===== src/rtl/btn_clk_gen.sv =====
// Multi-channel programmable divided-clock / tick generator.
// Config writes stage into pending registers and are applied only on a period boundary.
module btn_clk_gen #(
    parameter int CLK_FREQ     = 100000000,
    parameter int DEFAULT_FREQ = 320,
    parameter int NUM_CH       = 4,
    parameter int CNT_W        = 27,
    parameter int CH_W         = 2
) (
    input  logic              Clk_In,
    input  logic              rst,
    input  logic [NUM_CH-1:0] en,
    input  logic              sync_clr,
    input  logic              cfg_we,
    input  logic [CH_W-1:0]   cfg_ch,
    input  logic [CNT_W-1:0]  cfg_div,
    input  logic [CNT_W-1:0]  cfg_high,
    input  logic [1:0]        cfg_mode,
    output logic [NUM_CH-1:0] clk_out,
    output logic [NUM_CH-1:0] tick,
    output logic              cfg_err
);

    typedef enum logic [1:0] {
        MODE_SQUARE  = 2'b00,
        MODE_TICK    = 2'b01,
        MODE_ONESHOT = 2'b10,
        MODE_RSVD    = 2'b11
    } mode_e;

    localparam longint unsigned LP_RATIO    = longint'(CLK_FREQ / DEFAULT_FREQ);
    localparam logic [CNT_W-1:0] LP_DEF_DIV  = LP_RATIO[CNT_W-1:0];
    localparam logic [CNT_W-1:0] LP_DEF_HIGH = LP_DEF_DIV >> 1;
    localparam logic [CH_W:0]    LP_NUM_CH   = (CH_W+1)'(NUM_CH);

    if (NUM_CH < 1 || NUM_CH > 16) begin : g_chk_nch
        $error("btn_clk_gen: NUM_CH must be in 1..16");
    end
    if ((2 ** CH_W) < NUM_CH) begin : g_chk_chw
        $error("btn_clk_gen: CH_W too narrow for NUM_CH");
    end
    if ((LP_RATIO >> CNT_W) != 0 || LP_RATIO < 2) begin : g_chk_div
        $error("btn_clk_gen: CLK_FREQ/DEFAULT_FREQ must fit CNT_W bits and be >= 2");
    end

    logic w_cfg_bad;
    logic w_cfg_ok;
    logic r_cfg_err;

    assign w_cfg_bad = ({1'b0, cfg_ch} >= LP_NUM_CH) || (cfg_div < CNT_W'(2)) ||
                       (mode_e'(cfg_mode) == MODE_RSVD);
    assign w_cfg_ok  = cfg_we && !w_cfg_bad;

    always_ff @(posedge Clk_In or negedge rst) begin
        if (!rst) begin
            r_cfg_err <= 1'b0;
        end else begin
            r_cfg_err <= cfg_we && w_cfg_bad;
        end
    end

    assign cfg_err = r_cfg_err;

    for (genvar g = 0; g < NUM_CH; g++) begin : g_ch
        logic [CNT_W-1:0] r_count;
        logic [CNT_W-1:0] r_div;
        logic [CNT_W-1:0] r_high;
        mode_e            r_mode;
        logic [CNT_W-1:0] r_pdiv;
        logic [CNT_W-1:0] r_phigh;
        mode_e            r_pmode;
        logic             r_pvalid;
        logic             r_done;
        logic             r_clk;
        logic             r_tick;

        logic             w_sel;
        logic             w_run;
        logic             w_wrap;
        logic             w_apply;
        logic [CNT_W-1:0] w_cn;
        logic [CNT_W-1:0] w_high_eff;
        mode_e            w_mode_eff;
        logic             w_clk_nxt;

        assign w_sel = w_cfg_ok && (cfg_ch == CH_W'(g));

        // The first cycle of a new period already uses the config applied at its wrap
        always_comb begin
            w_run      = en[g] && !r_done && !sync_clr;
            w_wrap     = w_run && (r_count == r_div - CNT_W'(1));
            w_apply    = r_pvalid && (w_wrap || !en[g] || sync_clr);
            w_cn       = w_wrap ? '0 : r_count + CNT_W'(1);
            w_high_eff = w_apply ? r_phigh : r_high;
            w_mode_eff = w_apply ? r_pmode : r_mode;
            w_clk_nxt  = 1'b0;
            unique case (w_mode_eff)
                MODE_SQUARE:  w_clk_nxt = (w_cn < w_high_eff);
                MODE_TICK:    w_clk_nxt = w_wrap;
                MODE_ONESHOT: w_clk_nxt = (w_cn < w_high_eff) && !w_wrap;
                default:      w_clk_nxt = 1'b0;
            endcase
        end

        always_ff @(posedge Clk_In or negedge rst) begin
            if (!rst) begin
                r_count  <= '0;
                r_div    <= LP_DEF_DIV;
                r_high   <= LP_DEF_HIGH;
                r_mode   <= MODE_SQUARE;
                r_pdiv   <= LP_DEF_DIV;
                r_phigh  <= LP_DEF_HIGH;
                r_pmode  <= MODE_SQUARE;
                r_pvalid <= 1'b0;
                r_done   <= 1'b0;
                r_clk    <= 1'b0;
                r_tick   <= 1'b0;
            end else begin
                if (w_apply) begin
                    r_div  <= r_pdiv;
                    r_high <= r_phigh;
                    r_mode <= r_pmode;
                end

                // A write landing on an apply edge refills pending for the next boundary
                if (w_sel) begin
                    r_pdiv   <= cfg_div;
                    r_phigh  <= cfg_high;
                    r_pmode  <= mode_e'(cfg_mode);
                    r_pvalid <= 1'b1;
                end else if (w_apply) begin
                    r_pvalid <= 1'b0;
                end

                if (!w_run) begin
                    r_count <= '0;
                    r_clk   <= 1'b0;
                    r_tick  <= 1'b0;
                    r_done  <= r_done && en[g] && !sync_clr;
                end else begin
                    r_count <= w_cn;
                    r_clk   <= w_clk_nxt;
                    r_tick  <= w_wrap;
                    r_done  <= w_wrap && (r_mode == MODE_ONESHOT) && !w_apply;
                end
            end
        end

        assign clk_out[g] = r_clk;
        assign tick[g]    = r_tick;
    end

endmodule


===== config.mk =====
export PLATFORM = sky130hd
export DESIGN_NAME = btn_clk_gen
export DESIGN_NICKNAME = d
export VERILOG_FILES = /design/src/rtl/btn_clk_gen.sv
export SDC_FILE = /design/constraint.sdc
export NUM_CORES = 1
export LEC_CHECK = 0
export BUFFER_PORTS_ARGS = -buffer_cell sky130_fd_sc_hd__buf_4
export CAP_MARGIN = 20
export CORE_MARGIN = 2
export CORE_UTILIZATION = 45
export DETAILED_ROUTE_END_ITERATION = 16
export PLACE_DENSITY_LB_ADDON = 0.1
export REMOVE_ABC_BUFFERS = 1
export SYNTH_ARGS = -nofsm -noshare
export SYNTH_HDL_FRONTEND = slang
export SYNTH_SLANG_ARGS = --single-unit

===== constraint.sdc =====
create_clock -name Clk_In -period 8.2 [get_ports Clk_In]
set_clock_uncertainty 0.2 [all_clocks]
set_input_delay 1.64 -clock Clk_In [delete_from_list [all_inputs] [get_ports Clk_In]]
set_output_delay 1.64 -clock Clk_In [all_outputs]
set_load 0.005 [all_outputs]

Yosys cells after proc, flatten, opt, wreduce, memory -nomap -nowiden
Cells that the tools add are included.
- flip-flop bits (word level): 573
- input port bits: 66
- output and inout port bits: 9
- logic and storage cells: 196
- $add $sub $neg: 8
- order comparisons: 5
- equal/unequal tests: 20
- mux-type cells: 40
- reductions and logical operators: 78
- operator list (kind ; number):
    2-to-1 mux 27 bit ; 12
    adder 27 x 1 -> 27 bit, second input constant ; 4
    equality test 27 bit ; 4
    < comparator 27 bit ; 4
    subtractor 27 x 1 -> 27 bit, second input constant ; 4
    logical AND 1 bit ; 42
    < comparator 27 x 2 -> 1 bit, second input constant ; 1
    equality test 2 bit, second input constant ; 11
    2-to-1 mux 1 bit ; 20
    zero test 1 bit ; 18
    one-hot mux 1 bit (3 select lines) ; 4
    equality test 2 x 1 -> 1 bit, second input constant ; 5
    zero test 2 bit ; 5
    logical OR 1 bit ; 9
    2-to-1 mux 2 bit ; 4
    nonzero test 2 bit ; 4

Depth between registers and ports, before layout
- depth after elaboration: 12
- gate-level depth with buffers: 25
- depth with buffers taken out: 22

Worst setup path after synthesis
OpenSTA, ideal clock, no wires.
- path type: input-to-reg
- start point: input port sync_clr
- end point: register g_ch[0].r_clk
- setup time: 94 ps
- arrival time: 5945 ps
- data required time: 7906 ps
- slack: 1961 ps
- cell stages on the path: 21
- buffers on the path: 2
- cells stage by stage: nand2b_1 -> nand2b_1 -> or4_1 -> a2111oi_0 -> nand4_1 -> a2111oi_4 -> o21ai_1 -> buf_4 -> buf_6 -> mux2i_1 -> ha_1 -> a21o_1 -> a21o_1 -> a21o_1 -> a21o_1 -> a21o_1 -> a21oi_1 -> nor2b_1 -> or3_1 -> nand3b_1 -> a221oi_2
- longest elaborated chain between the ends: 11
- elaborated cells between the ends (all ways): 17
- those cells by class: order compare: 1; eq/ne: 2; mux: 5; reduce/logical: 9
- RTL lines (item ; line ; text):
    start: declaration ; 13 ; input logic sync_clr,
    zero test 1 bit ; 90 ; w_run = en[g] && !r_done && !sync_clr;
    logical AND 1 bit ; 90 ;
    logical AND 1 bit ; 91 ; w_wrap = w_run && (r_count == r_div - CNT_W'(1));
    logical OR 1 bit (2 in series) ; 92 ; w_apply = r_pvalid && (w_wrap || !en[g] || sync_clr);
    logical AND 1 bit ; 92 ;
    2-to-1 mux 27 bit ; n/a ;
    < comparator 27 bit ; 98, 100 ;
    logical AND 1 bit ; 100 ; MODE_ONESHOT: w_clk_nxt = (w_cn < w_high_eff) && !w_wrap;
    one-hot mux 1 bit (3 select lines) ; 97 ; unique case (w_mode_eff)
    2-to-1 mux 1 bit (*) ; 135 ; if (!w_run) begin
    end signal: assignment ; 142 ; r_clk <= w_clk_nxt;
    end: declaration ; 74 ; logic r_clk;
Every way passes the cells marked *; elsewhere a longest branch is shown, timed or not.
A chain may end at the register's enable or synchronous reset.

Final worst setup path
- start point: register g_ch[2].r_div[0]
- end point: register g_ch[2].r_clk
- longest elaborated chain between the ends: 11
- elaborated cells between the ends (all ways): 17
- those cells by class: add/sub: 1; order compare: 1; eq/ne: 3; mux: 5; reduce/logical: 7
- RTL lines (item ; line ; text):
    start: declaration ; 66 ; logic [CNT_W-1:0] r_div;
    start signal: assignment ; 120 ; r_div <= r_pdiv;
    subtractor 27 x 1 -> 27 bit (*) ; 91 ;
    equality test 27 bit (*) ; 91 ;
    logical AND 1 bit (*) ; 91 ;
    logical OR 1 bit (2 in series) ; 92 ;
    logical AND 1 bit ; 92 ;
    2-to-1 mux 27 bit ; n/a ;
    < comparator 27 bit ; 98, 100 ;
    logical AND 1 bit ; 100 ;
    one-hot mux 1 bit (3 select lines) (*) ; 97 ;
    2-to-1 mux 1 bit (*) ; 135 ;
    end signal: assignment ; 142 ;
    end: declaration ; 74 ;
Marks and branches as above.

==> implementation parameters <==
Parameter                              Value

Die
  Starting utilization of the core area ... 45.5%
  Die ar. ... 68700 um^2
  Placeable core area ... 65900 um^2
  Placement Rows ... 94
  Die H ... 262 um
  Top Ports ... 75
  Overall die width ... 262 um

Worst hold path
  Type of the most critical hold path ... reg -> reg

STA
  Setup violation total in the final timing report ... 0
  Time the final worst path needs with I/O delays and setup ... 6.67 ns
  Number of failing hold endpoints at the final stage ... 0
  Maximum clock rate ... 150 MHz
  Setup repair after global routing missed its margin ... no
  Slack of the critical path ... 1.53 ns
  Share of the cycle needed by the critical path after routing ... 81.4%
  Final Max Slew Viols ... 0
  Worst slew pin tran ... 1.08 ns
  Worst slew margin relative to its limit ... 27.6%

CTS
  Sink count of the clock tree ... 573
  TritonCTS Buffers ... 67
  Clk_lat worst skew ... 0.60 ns
  Max Buffers Root-to-Sink ... 3
  Clock root buffer master ... sky130_fd_sc_hd__clkbuf_16
  Post-CTS sizing ... 0
  Total of hold buffers inserted after clock tree synthesis ... 0
  H-Tree Depth ... 3
  Clock transition at path regs ... 0.06 ns
  Post-CTS setup buffer count ... 0
  TritonCTS clock tree ... yes

Placement
  Routability cong. ... 0.871
  Half-perimeter wire length of the detailed placement result ... 55800 um
  DP Area ... 31200 um^2
  Placed instance count ... 3506
  Count of buffers inserted at the top-level ports ... 74
  Setup slack after placement ... 1.20 ns

Layout
  Post-Layout Inst Area ... 33600 um^2
  Fillers ... 6039
  Final instance count without filler cells ... 3636
  Fraction of final layout cells sized beyond drive strength 1 ... 25.3%
  Final net count ... 2889
  Synth-to-layout area growth ... 11.9%

Synthesis
  Seq cells post-synth ... 573
  Sequential-to-total area share from yosys stat ... 48.3%
  Netlist area before placement ... 30000 um^2
  Dominant cell type by area after synthesis ... sky130_fd_sc_hd__dfrtp_1
  Count of yosys warnings during synthesis ... 0
  Number of cells produced by synthesis ... 2673
  Synth Area per Inst ... 11.2 um^2
  Fraction of synthesis flops using an asynchronous set or reset pin ... 100%
  EDFF count, synth ... 0
  Share of the synthesized area in the top cell type ... 37.1%
  Largest cells by area after synthesis ... sky130_fd_sc_hd__dfrtp_1 (37%), sky130_fd_sc_hd__dfstp_2 (11%), sky130_fd_sc_hd__mux2_2 (11%)
  Most used DFF post-synth ... sky130_fd_sc_hd__dfrtp_1
  Number of unique standard cell types used by synthesis ... 88

Route
  Routed len/inst ... 22.6 um
  Detailed-route via count ... 20608
  Post-route ant nets ... 0
  First-pass iteration count of the detailed router ... 5
  1st-iter DRT viols ... 1426
  Via density per instance ... 5.67
  Drt drc ... 0
  Wire length reported by the detailed router ... 82100 um

Global route
  Global-route total usage across every layer ... 24.3%
  First-pass GRT wire length ... 125000 um
  Number of antenna violations at the first check in global routing ... 22
  Remaining Overflow, GRT ... 0
  Vias in the first global route ... 20828
  Pin count of the biggest net entering global routing ... 180

Pwr
  VDD IR max ... 0.171 mV
  Power, Total ... 0.00949 W
  Leakage ... 14.8 nW
  Power Dens Cells ... 283 nW/um^2

Run status
  Run status ... finished clean

Setup path
  Arrival time at the worst endpoint ... 6.98 ns
  Worst Setup End Kind ... flip-flop
  Crit path max fanout ... 25
  WS Path Type ... reg -> reg
  Required arrival time at the worst endpoint ... 8.51 ns
  Startpoint Class ... flip-flop

Flow run
  Max-capacitance violation count ... 0
[placed cells by master, fill, tap and decap left out, types with 82 or more instances in the layout]
cell                      Yosys  layout
sky130_fd_sc_hd__dfstp_2    128     128
sky130_fd_sc_hd__xnor2_1    111     111
sky130_fd_sc_hd__mux2i_1    118     118
sky130_fd_sc_hd__inv_1      102     102
sky130_fd_sc_hd__nor3_1     138     137
sky130_fd_sc_hd__buf_4       18      92
sky130_fd_sc_hd__ha_1       112     112
sky130_fd_sc_hd__dfrtp_1    445     445
sky130_fd_sc_hd__nand2_1     82      82
sky130_fd_sc_hd__mux2_2     289     289
sky130_fd_sc_hd__xor2_1     110     110
sky130_fd_sc_hd__nor2_1     214     213
[path summary, 6_finish.rpt]
path / from / to / slack, ns / cells after the start
setup / recovery: g_ch[2].r_div[0] / g_ch[2].r_clk / 1.53 / 22
hold / removal: g_ch[3].r_pdiv[9] / g_ch[3].r_div[9] / 0.27 / 2
setup reg to reg: g_ch[2].r_div[0] / g_ch[2].r_clk / 1.53 / 22
hold reg to reg: g_ch[3].r_pdiv[9] / g_ch[3].r_div[9] / 0.27 / 2
max in group asynchronous: rst / g_ch[1].r_div[6] / 5.31 / 2
min in group asynchronous: rst / g_ch[3].r_phigh[5] / 0.87 / 1
[where the power goes]
part	leakage (nW)	switching, W	internal, W	total, W
registers	6.93	0.000576	0.00367	0.00425
logic	6.75	0.00113	0.00102	0.00215
clock network	1.14	0.00119	0.00189	0.00309
total	14.8	0.00290	0.00658	0.00949
[worst max-delay path, stage by stage (launching register included)]
cell and delay (ns):
sky130_fd_sc_hd__dfrtp_1 0.43, sky130_fd_sc_hd__inv_1 0.10, sky130_fd_sc_hd__ha_1 0.20, sky130_fd_sc_hd__nor4b_2 0.50, sky130_fd_sc_hd__nand3_1 0.34, sky130_fd_sc_hd__or4_1 0.50, sky130_fd_sc_hd__xnor2_1 0.14, sky130_fd_sc_hd__nor4_1 0.33
sky130_fd_sc_hd__nand4_1 0.26, sky130_fd_sc_hd__o31ai_2 0.35, sky130_fd_sc_hd__and2_2 0.76, sky130_fd_sc_hd__buf_4 0.34, sky130_fd_sc_hd__mux2i_1 0.29, sky130_fd_sc_hd__ha_1 0.28, sky130_fd_sc_hd__a21o_1 0.16, sky130_fd_sc_hd__a21o_1 0.18
sky130_fd_sc_hd__a21oi_1 0.14, sky130_fd_sc_hd__nor2b_1 0.05, sky130_fd_sc_hd__o21ai_0 0.23, sky130_fd_sc_hd__a31oi_1 0.19, sky130_fd_sc_hd__nor4_1 0.29, sky130_fd_sc_hd__o211ai_1 0.15, sky130_fd_sc_hd__a31oi_1 0.17
[metrics by stage]
step	hold WS (ns)	TNS [ns]	utilization, %
floorplan	0.246	-1.15	-
global placement	0.262	0	47.4
detailed placement	0.269	0	47.4
CTS	0.280	0	50.9
global route	0.294	0	50.9
finish	0.274	0	50.9
[flip-flops by register name, indices dropped and copies added, names as in the netlist]
register / cells
g_ch.r_high: 108
g_ch.r_pdiv: 108
g_ch.r_tick: 4
g_ch.r_phigh: 108
g_ch.r_clk: 4
g_ch.r_mode: 8
g_ch.r_pvalid: 4
g_ch.r_done: 4
g_ch.r_count: 108
g_ch.r_div: 108
cfg_err: 1
g_ch.r_pmode: 8
[routing by layer]
metal	track usage [%]	up-vias	routed length, um
met5	0	-	23
met4	8.41	4	3040
met3	4.06	142	4940
met2	38.9	472	37400
met1	33.6	10442	36700
li1	-	9548	-
[cells in the mapped netlist, types with 36 or more instances]
cell,number
sky130_fd_sc_hd__a21o_1,39
sky130_fd_sc_hd__nand4_1,39
sky130_fd_sc_hd__mux2i_1,118
sky130_fd_sc_hd__xnor2_1,111
sky130_fd_sc_hd__inv_2,36
sky130_fd_sc_hd__inv_1,102
sky130_fd_sc_hd__xor2_1,110
sky130_fd_sc_hd__nand3_1,76
sky130_fd_sc_hd__a21oi_1,46
sky130_fd_sc_hd__dfstp_2,128
sky130_fd_sc_hd__dfrtp_1,445
sky130_fd_sc_hd__mux2_1,48
sky130_fd_sc_hd__clkbuf_1,68
sky130_fd_sc_hd__ha_1,112
sky130_fd_sc_hd__o21ai_0,42
sky130_fd_sc_hd__mux2_2,289
sky130_fd_sc_hd__nor2_1,214
sky130_fd_sc_hd__nor4_1,39
sky130_fd_sc_hd__nor3_1,138
sky130_fd_sc_hd__nand2_1,82
[kinds of logic after synthesis]
family | count (synthesis) | synth area share, %
AO/OA/AOI/OAI | 238 | 5.56
XOR/XNOR | 221 | 6.45
adder cells (fa/ha/maj) | 112 | 4.67
buffers and inverters | 265 | 3.93
flip-flops | 573 | 48.3
multiplexers | 457 | 16.7
AND/OR/NAND/NOR | 807 | 14.3
[cell type report]
type / count / area, um^2 / share of cell area (%)
Inverter: 138 / 518 / 1.54
Clock inverter: 17 / 218 / 0.649
Tap cell: 864 / 1080 / 3.22
Multi-Input combinational cell: 1835 / 14400 / 42.8
Sequential cell: 573 / 14500 / 43.2
Clock buffer: 105 / 2070 / 6.18
Antenna cell: 8 / 20.0 / 0.0597
Timing Repair Buffer: 96 / 766 / 2.28
No activity file was read; power rests on OpenSTA's default activity.
